<file path="config.mk">
export PLATFORM = sky130hd
export DESIGN_NAME = morse_decoder
export DESIGN_NICKNAME = d
export VERILOG_FILES = /design/src/rtl/morse_decoder_pkg.sv /design/src/rtl/morse_decode_lut.sv /design/src/rtl/morse_decoder.sv
export SDC_FILE = /design/constraint.sdc
export NUM_CORES = 1
export LEC_CHECK = 0
export ABC_AREA = 1
export BUFFER_PORTS_ARGS = -buffer_cell sky130_fd_sc_hd__buf_2
export CORE_MARGIN = 4
export CORE_UTILIZATION = 40
export CTS_CLUSTER_SIZE = 10
export DETAILED_ROUTE_END_ITERATION = 16
export PLACE_DENSITY = 0.63
export RECOVER_POWER = 25
export REMOVE_ABC_BUFFERS = 1
export SETUP_SLACK_MARGIN = 0.15
export SLEW_MARGIN = 20
export SYNTH_ARGS = -nofsm -noshare
export SYNTH_HDL_FRONTEND = slang
export SYNTH_SLANG_ARGS = --single-unit
</file>
<file path="constraint.sdc">
create_clock -name i_clock -period 2 [get_ports i_clock]
set_input_delay 0 -clock i_clock [delete_from_list [all_inputs] [get_ports i_clock]]
set_output_delay 0 -clock i_clock [all_outputs]
set_load 0.02 [all_outputs]
</file>
<file path="src/rtl/morse_decoder_pkg.sv">
// Shared Morse receive definitions: letter codes, FSM states, and the dot/dash pattern of each letter.
// Patterns are {sym_cnt, sym_bits}; dash = 1, the first symbol ends up in the highest used bit.
package morse_decoder_pkg;

  localparam logic [2:0] LTR_I = 3'd0;
  localparam logic [2:0] LTR_J = 3'd1;
  localparam logic [2:0] LTR_K = 3'd2;
  localparam logic [2:0] LTR_L = 3'd3;
  localparam logic [2:0] LTR_M = 3'd4;
  localparam logic [2:0] LTR_N = 3'd5;
  localparam logic [2:0] LTR_O = 3'd6;
  localparam logic [2:0] LTR_P = 3'd7;

  typedef enum logic [2:0] {
    ST_IDLE  = 3'd0,
    ST_MARK  = 3'd1,
    ST_SPACE = 3'd2,
    ST_DONE  = 3'd3,
    ST_ERR   = 3'd4
  } state_t;

  localparam logic [6:0] PAT_I = {3'd2, 4'b0000};  // ..
  localparam logic [6:0] PAT_J = {3'd4, 4'b0111};  // .---
  localparam logic [6:0] PAT_K = {3'd3, 4'b0101};  // -.-
  localparam logic [6:0] PAT_L = {3'd4, 4'b0100};  // .-..
  localparam logic [6:0] PAT_M = {3'd2, 4'b0011};  // --
  localparam logic [6:0] PAT_N = {3'd2, 4'b0010};  // -.
  localparam logic [6:0] PAT_O = {3'd3, 4'b0111};  // ---
  localparam logic [6:0] PAT_P = {3'd4, 4'b0110};  // .--.

  function automatic logic [6:0] sym_pat(input logic [2:0] ltr);
    case (ltr)
      LTR_I:   sym_pat = PAT_I;
      LTR_J:   sym_pat = PAT_J;
      LTR_K:   sym_pat = PAT_K;
      LTR_L:   sym_pat = PAT_L;
      LTR_M:   sym_pat = PAT_M;
      LTR_N:   sym_pat = PAT_N;
      LTR_O:   sym_pat = PAT_O;
      LTR_P:   sym_pat = PAT_P;
      default: sym_pat = '0;
    endcase
  endfunction

endpackage

</file>
<file path="src/rtl/morse_decode_lut.sv">
// Combinational lookup of a collected symbol sequence against the letter patterns I..P.
module morse_decode_lut
  import morse_decoder_pkg::*;
(
  input  logic [2:0] i_sym_cnt,
  input  logic [3:0] i_sym_bits,
  output logic       o_match,
  output logic [2:0] o_letter
);

  always_comb begin
    o_match  = 1'b0;
    o_letter = LTR_I;
    for (int k = 0; k < 8; k++) begin
      if ({i_sym_cnt, i_sym_bits} == sym_pat(3'(k))) begin
        o_match  = 1'b1;
        o_letter = 3'(k);
      end
    end
  end

endmodule

</file>
<file path="src/rtl/morse_decoder.sv">
// Morse receiver: synchronizes the key line, samples it mid-unit, collects dots/dashes and decodes I..P.
// letter_valid rises 2 clocks after the sample tick that completes the third space unit.
module morse_decoder
  import morse_decoder_pkg::*;
#(
  parameter int RATE_W  = 32,
  parameter int RUN_W   = 3,
  parameter int MAX_SYM = 4
) (
  input  logic              i_clock,
  input  logic              i_resetn,
  input  logic [RATE_W-1:0] i_rate,
  input  logic              i_morse_in,
  output logic [2:0]        o_letter,
  output logic              o_letter_valid,
  output logic              o_error,
  output logic              o_busy
);

  localparam logic [RUN_W-1:0] RUN_MAX = '1;

  logic               r_sync1, r_sync2, r_prev;
  logic [RATE_W-1:0]  r_unit_cnt;
  logic [RUN_W-1:0]   r_mark_run, r_space_run;
  logic [MAX_SYM-1:0] r_sym_bits;
  logic [2:0]         r_sym_cnt;
  state_t             r_state, w_state_nxt;
  logic [2:0]         r_letter;
  logic               r_letter_valid, r_error;

  logic       w_rise, w_fall, w_edge, w_tick, w_space3;
  logic       w_sym_ok, w_dash, w_room, w_shift, w_clr;
  logic       w_match, w_valid_nxt, w_err_nxt;
  logic [2:0] w_lut_letter;

  assign w_rise   = r_sync2 & ~r_prev;
  assign w_fall   = ~r_sync2 & r_prev;
  assign w_edge   = w_rise | w_fall;
  assign w_tick   = ~w_edge & (r_unit_cnt == '0);
  // Third space unit is recognised on the tick itself, not a cycle later from the registered count
  assign w_space3 = (r_space_run >= RUN_W'(3)) |
                    (w_tick & ~r_sync2 & (r_space_run == RUN_W'(2)));
  assign w_sym_ok = (r_mark_run != '0) && (r_mark_run <= RUN_W'(4));
  assign w_dash   = (r_mark_run >= RUN_W'(2));
  assign w_room   = (r_sym_cnt < 3'(MAX_SYM));
  assign w_shift  = (r_state == ST_MARK) && w_fall && w_sym_ok && w_room;
  assign w_clr    = (r_state == ST_DONE) || (r_state == ST_ERR);

  always_ff @(posedge i_clock or negedge i_resetn) begin
    if (!i_resetn) begin
      r_sync1     <= 1'b0;
      r_sync2     <= 1'b0;
      r_prev      <= 1'b0;
      r_unit_cnt  <= '0;
      r_mark_run  <= '0;
      r_space_run <= '0;
    end else begin
      r_sync1 <= i_morse_in;
      r_sync2 <= r_sync1;
      r_prev  <= r_sync2;
      if (w_edge)                  r_unit_cnt <= i_rate >> 1;
      else if (r_unit_cnt == '0)   r_unit_cnt <= i_rate;
      else                         r_unit_cnt <= r_unit_cnt - RATE_W'(1);
      if (w_fall)
        r_mark_run <= '0;
      else if (w_tick && r_sync2 && (r_mark_run != RUN_MAX))
        r_mark_run <= r_mark_run + RUN_W'(1);
      if (w_rise)
        r_space_run <= '0;
      else if (w_tick && !r_sync2 && (r_space_run != RUN_MAX))
        r_space_run <= r_space_run + RUN_W'(1);
    end
  end

  always_ff @(posedge i_clock or negedge i_resetn) begin
    if (!i_resetn) begin
      r_sym_bits <= '0;
      r_sym_cnt  <= '0;
    end else if (w_clr) begin
      r_sym_bits <= '0;
      r_sym_cnt  <= '0;
    end else if (w_shift) begin
      r_sym_bits <= {r_sym_bits[MAX_SYM-2:0], w_dash};
      r_sym_cnt  <= r_sym_cnt + 3'd1;
    end
  end

  morse_decode_lut u_lut (
    .i_sym_cnt  (r_sym_cnt),
    .i_sym_bits (r_sym_bits),
    .o_match    (w_match),
    .o_letter   (w_lut_letter)
  );

  always_ff @(posedge i_clock or negedge i_resetn) begin
    if (!i_resetn) r_state <= ST_IDLE;
    else           r_state <= w_state_nxt;
  end

  always_comb begin
    w_state_nxt = r_state;
    case (r_state)
      // Level, not edge: a rise landing in the DONE cycle is still picked up one clock later
      ST_IDLE:  if (r_sync2) w_state_nxt = ST_MARK;
      ST_MARK: begin
        if (r_mark_run >= RUN_W'(5))
          w_state_nxt = ST_ERR;
        else if (w_fall)
          w_state_nxt = (w_sym_ok && w_room) ? ST_SPACE : ST_ERR;
      end
      ST_SPACE: begin
        if (w_space3)
          w_state_nxt = ST_DONE;
        else if (w_rise)
          w_state_nxt = (r_space_run != '0) ? ST_MARK : ST_ERR;
      end
      ST_DONE:  w_state_nxt = ST_IDLE;
      ST_ERR:   if (w_space3) w_state_nxt = ST_IDLE;
      default:  w_state_nxt = ST_IDLE;
    endcase
  end

  always_comb begin
    o_busy      = (r_state != ST_IDLE);
    w_valid_nxt = (r_state == ST_DONE) && w_match;
    w_err_nxt   = ((r_state == ST_DONE) && !w_match) ||
                  ((r_state != ST_ERR) && (w_state_nxt == ST_ERR));
  end

  always_ff @(posedge i_clock or negedge i_resetn) begin
    if (!i_resetn) begin
      r_letter       <= '0;
      r_letter_valid <= 1'b0;
      r_error        <= 1'b0;
    end else begin
      r_letter_valid <= w_valid_nxt;
      r_error        <= w_err_nxt;
      if (w_valid_nxt) r_letter <= w_lut_letter;
    end
  end

  assign o_letter       = r_letter;
  assign o_letter_valid = r_letter_valid;
  assign o_error        = r_error;

endmodule
</file>
Word-level counts from Yosys, hierarchy flattened:

Cells that the tools add are included.

* $add $sub $neg: 4
* bitwise operators: 10
* equal/unequal tests: 17
* $lt $le $gt $ge: 5
* multiplexer cells: 34
* reductions and logical operators: 24

Operators with widths (count)
* 32-bit 2-to-1 mux: 2
* 3-bit 2-to-1 mux: 18
* 7-bit by 6-bit equality test with 1-bit output, second input constant: 5
* 32-bit zero test: 1
* 32-bit by 1-bit subtractor with 32-bit output, second input constant: 1
* 7-bit equality test, second input constant: 3
* 1-bit logical AND: 12
* 3-bit one-hot mux with 4 select lines: 1
* 3-bit by 1-bit adder with 3-bit output, second input constant: 3
* 3-bit by 2-bit equality test with 1-bit output, second input constant: 3
* 1-bit 2-to-1 mux: 9
* 3-bit inequality test, second input constant: 3
* 3-bit nonzero test: 3
* 4-bit 2-to-1 mux: 2
* 3-bit equality test, second input constant: 2
* 3-bit by 2-bit greater-or-equal comparator with 1-bit output, second input constant: 2
* 2-bit nonzero test: 3
* 1-bit bitwise AND: 5
* 2-bit 2-to-1 mux: 2
* 3-bit by 1-bit equality test with 1-bit output, second input constant: 1
* 3-bit greater-or-equal comparator, second input constant: 1
* 3-bit <= comparator, second input constant: 1
* 3-bit zero test: 1
* 3-bit < comparator, second input constant: 1
* 4 further kinds: 9

* logic and storage cells: 106
* output and inout port bits: 6
* register bits: 56

Longest topological paths before layout:

* word-level depth: 13
* gate-level depth with buffers: 12

By module:

From an unflattened synthesis, not the netlist that was laid out.

* cells, all modules: 547
* area, all modules: 3812.4 µm²

By module, submodules not included
* morse_decoder: seq. area each 1401.3 µm², times used 1, cells each 505, area an instance 3637.2 µm²
* morse_decode_lut: seq. area each 0.0 µm², times used 1, cells each 42, area an instance 175.2 µm²

Least setup slack after synthesis:

Ideal clock, no wire load.

* path type: reg2reg
* start point: register r_unit_cnt[0]
* end point: register r_unit_cnt[25]
* cell stages (with the launch flop): 13
* required time: 1867 ps
* slack: 406 ps
* setup time: 133 ps
* data arrival time: 1461 ps
* buffers on the path: 1
* period minus slack after synthesis: 1594 ps
* cells stage by stage: dfrtp_1 > inv_1 > ha_1 > nand2_1 > nor2_2 > nand2_2 > nor2_8 > inv_4 > buf_6 > nor2_2 > nor2_1 > o21ai_2 > o21ai_1

* longest elaborated chain between the ends: 3
* elaborated cells on any way between the ends: 4
* classes of those cells: 1 x add/sub; 2 x mux; 1 x reduce/logical

RTL lines
* from (decl): RTL line morse_decoder.sv:23 `logic [RATE_W-1:0] r_unit_cnt;`
* from (signal assigned): RTL line morse_decoder.sv:61 `if (w_edge) r_unit_cnt <= i_rate >> 1;`
* from (signal assigned): RTL line morse_decoder.sv:62 `else if (r_unit_cnt == '0) r_unit_cnt <= i_rate;`
* from (signal assigned): RTL line morse_decoder.sv:63 `else r_unit_cnt <= r_unit_cnt - RATE_W'(1);`
* 32-bit by 1-bit subtractor with 32-bit output or 32-bit zero test (tied branches): RTL line morse_decoder.sv:63, morse_decoder.sv:62
* 32-bit 2-to-1 mux (*): RTL line morse_decoder.sv:62
* 32-bit 2-to-1 mux (*): RTL line morse_decoder.sv:61

Mark *: on every way between the ends. The rest lies on a longest branch, timed or not.
A chain may end at the register's enable or synchronous reset.

Worst setup path after layout:

* start point: register r_unit_cnt[0]
* end point: register r_error (netlist: o_error)

* longest elaborated chain between the ends: 10
* elaborated cells on any way between the ends: 11
* classes of those cells: 1 x eq/ne; 3 x mux; 4 x bitwise; 3 x reduce/logical

RTL lines
* 32-bit zero test (*): RTL line morse_decoder.sv:39 `assign w_tick = ~w_edge & (r_unit_cnt == '0);`
* 1-bit bitwise AND (*): RTL line morse_decoder.sv:39
* 1-bit bitwise AND (*) (2 in a row): RTL line morse_decoder.sv:42 `(w_tick & ~r_sync2 & (r_space_run == RUN_W'(2)));`
* 1-bit OR (*): RTL line morse_decoder.sv:41 `assign w_space3 = (r_space_run >= RUN_W'(3)) |`
* 3-bit 2-to-1 mux (on tied branches): RTL line morse_decoder.sv:118, morse_decoder.sv:112
* 3-bit one-hot mux with 4 select lines (*): RTL line morse_decoder.sv:102 `case (r_state)`
* net w_state_nxt[2]: RTL line morse_decoder.sv:27 `state_t r_state, w_state_nxt;`
* 3-bit equality test (*): RTL line morse_decoder.sv:127 `((r_state != ST_ERR) && (w_state_nxt == ST_ERR));`
* 1-bit logical AND (*): RTL line morse_decoder.sv:127
* 1-bit logical OR (*): RTL line morse_decoder.sv:126 `w_err_nxt = ((r_state == ST_DONE) && !w_match) ||`
* net w_err_nxt: RTL line morse_decoder.sv:33 `logic w_match, w_valid_nxt, w_err_nxt;`
* to (signal assigned): RTL line morse_decoder.sv:137 `r_error <= w_err_nxt;`
* to (decl): RTL line morse_decoder.sv:29 `logic r_letter_valid, r_error;`

The timed path passes the listed nets; every way through them passes the cells marked *.

==> reports/qor.yml <==
run_status:
  outcome: "finished, final reports clean"
flow_run:
  maxCapViolations: 0
drt:
  vias_per_cell: 4.87
  drtAntennaViolNets: 0
  routed_wl_mm: 10.1
  vias: 3752
  first_pass_iters: 4
  drt_iter0_markers: 132
  drc: 0
  wire_per_inst_um: 13.1
floorplan:
  core_um2: 9330
  io_pins: 41
  die_area_um2: 11300
  start_util_pct: 41.6
  die_x_um: 106
  rows: 35
  fp.dieH_um: 106
setup_path:
  cp_data_arrival_time_ns: 2.01
  r2r_start: "r_unit_cnt[0]"
  path_class: "reg -> reg"
  r2r_slack_ns: 0.21
  reg2reg_to: "o_error"
  rr_worst_depth: 12
  end_kind: "flop"
  critical_path.cell_chain: "inv_2 > ha_4 > nand2_2 > nor2_4 > nand2_4 > nor2_8 > buf_6 > nand4_1 > nand3_1 > nand2_1 > nand2_1 > nand2_1"
  startpoint_type: "flop"
  cp_max_fo: 6
  cpMostUsedCell: "nand2_1"
  worstPathRequired_ns: 2.22
  critPathMaxStageDelay_ns: 0.43
  slowest_stage: "dfrtp_1"
min_path:
  hold_path_depth: 3
  hold_class: "in -> reg"
  worstHoldStart: "i_rate[6]"
  holdPathEnd: "r_unit_cnt[6]"
timing:
  finalCriticalPeriod_ns: 1.79
  min_period_over_period_pct: 89.5
  hold_viol: 0
  fin_ws_ns: 0.211
  rsz0062_at_grt: "true"
  fin_skew_ns: 0.00692
  slew_headroom_pct: 4.72
  fmax_mhz: 559
  finalSetupTns_ns: 0
  slew_viol_final: 0
  setup_violations: 0
  worstMarginPinSlew_ns: 1.43
clocking:
  htreeDepth: 2
  cts_tree: "done"
  clkLatencyLatePin_ns: 0.32
  cts_buffers: 5
  cts.path.max_buffers: 2
  cts.sinks: 56
  cts_root_buf: "clkbuf_8"
  clkTransAtPathRegs_ns: 0.11
synth:
  synth_top_cell_by_area: "dfrtp_1"
  syn_inst: 545
  synth_ff_type: "dfrtp_1"
  syn-cell-area_um2: 3880
  synth_cell_types: 38
  synth-seq-area-share_pct: 36.1
  synth-seq-cells: 56
  synth_top_area_share_pct: 36.1
  async_flop_share_pct: 100
  postSynthAreaPerCell_um2: 7.12
  synth-edff-count: 0
  yosys-top-cells-area: "dfrtp_1, nand2_1, nor2_1"
  yosys_warnings: 0
power:
  powerDensity_nw_per_um2: 651
  ir_drop_mv: 0.551
  p_leak_nw: 2.49
  finalPower_w: 0.00323
finish:
  design_area_um2: 4950
  drive_above_1_share_pct: 21.5
  area_growth_pct: 27.7
  diodes: 0
  postLayoutCoreUtil_pct: 53.1
  multi_input_area_um2: 2210
  register_area_um2: 1400
  fill_cells: 902
  num-nets-final: 693
placement:
  hpwl_mm: 7.28
  gp_congestion: 0.932
  portBuffers: 40
  pre_cts_ws_ns: 0.104
  dpl_cell_area_um2: 4270
global_route:
  grt_max_degree: 57
  grt_pass1_wl_mm: 16.3
  antenna_found_initial: 0
  grt_overflow: 0
  grt.total_usage_pct: 17.7
  grt_pass1_vias: 3581
## where the power goes
part	leakage [nW]	internal, W	switching, W
clock	0.0558	0.000380	0.000406
combinational	1.73	0.000424	0.000590
sequential	0.705	0.00128	0.000150
## placed cells by master (no fill, tap or decap), drive strengths merged, types with 9 or more instances in the layout
cell         count
inv             75
nand2          124
nor2            94
ha              17
a21oi           29
dfrtp           56
nand3           29
nand4            9
buf             66
dlygate4sd3     33
o21ai           61
## synthesized netlist by cell type, types with 4 or more instances
cell      instances
nor2_2           18
inv_1            71
clkbuf_1          4
o21ai_0          42
dfrtp_1          56
xor2_1            6
nand3_1          26
o22ai_1           7
nor3_1            6
nand2_1         120
a21oi_1          29
o21ai_1          15
ha_1             17
o21ai_2           4
nand4_1           9
nor2_1           72
xnor2_1           5
## final cells by class
type | instances | area share, %
tap | 129 | 3.26
inverter | 75 | 5.96
timing repair inverter | 1 | 0.177
clock buffer | 6 | 1.46
clock inverter | 2 | 0.783
sequential | 56 | 28.3
timing repair buffer | 100 | 15.4
multi-input combinational | 402 | 44.6
## worst max path at each step
stage	from	end	slack [ns]	cells after the start
after global placement	r_unit_cnt[0]	r_mark_run[1]	0.17	11
after CTS	r_unit_cnt[0]	r_unit_cnt[30]	0.18	9
after floorplan	r_sync2	r_unit_cnt[3]	-0.36	7
after detailed placement	r_unit_cnt[0]	r_mark_run[2]	0.10	11
after global routing	i_resetn	r_unit_cnt[8]	0.07	3
final	r_unit_cnt[0]	o_error	0.21	12
## metal layers
layer | track usage (%) | share of wire, %
met4 | 4.38 | 1.1
met3 | 2.67 | 2.8
met1 | 22.6 | 46
met5 | 0 | 0
met2 | 31.3 | 51
## logic make-up (layout without fill, tap and decap cells)
logic type	Yosys count	count (layout)	synth area share, %
AND/OR/NAND/NOR	269	269	31.4
XOR/XNOR	11	11	2.48
adder cells (fa/ha/maj)	17	17	5.48
AO/OA/AOI/OAI	105	105	15.1
flip-flops	56	56	36.1
buffers and inverters	87	184	9.42
## registers in the layout (all words and copies together), names as in the netlist
signal          flops
r_unit_cnt         32
r_sym_bits          4
o_letter            3
r_mark_run          3
r_space_run         3
r_state             3
r_sym_cnt           3
o_error             1
o_letter_valid      1
r_prev              1
r_sync1             1
r_sync2             1
## metrics by stage
stage	instances	hold WS, ns
4_1_cts	755	0.0183
3_5_place_dp	713	0.0298
2_1_floorplan	533	-0.296
6_report	771	0.0142
5_1_grt	771	0.0427
3_3_place_gp	713	0.0279
## critical path, delay by kind of cell, from the launching register on
family,cells,cell delay [ns]
fa+ha+maj,1,0.15
buf+inv,2,0.24
flops,1,0.43
simple gates,9,0.85
## what timing repair did
action / 4_1_cts / 5_1_grt
endpoints found under the hold margin: 88 / 0
cloned: 0 / 1
pin swaps: 1 / 12
resized for setup: 3 / 34
endpoints found under the setup margin: 5 / 38
buffers inserted: 1 / 15
hold buffers: 33 / 0
Power figures use the tool's default switching activity.
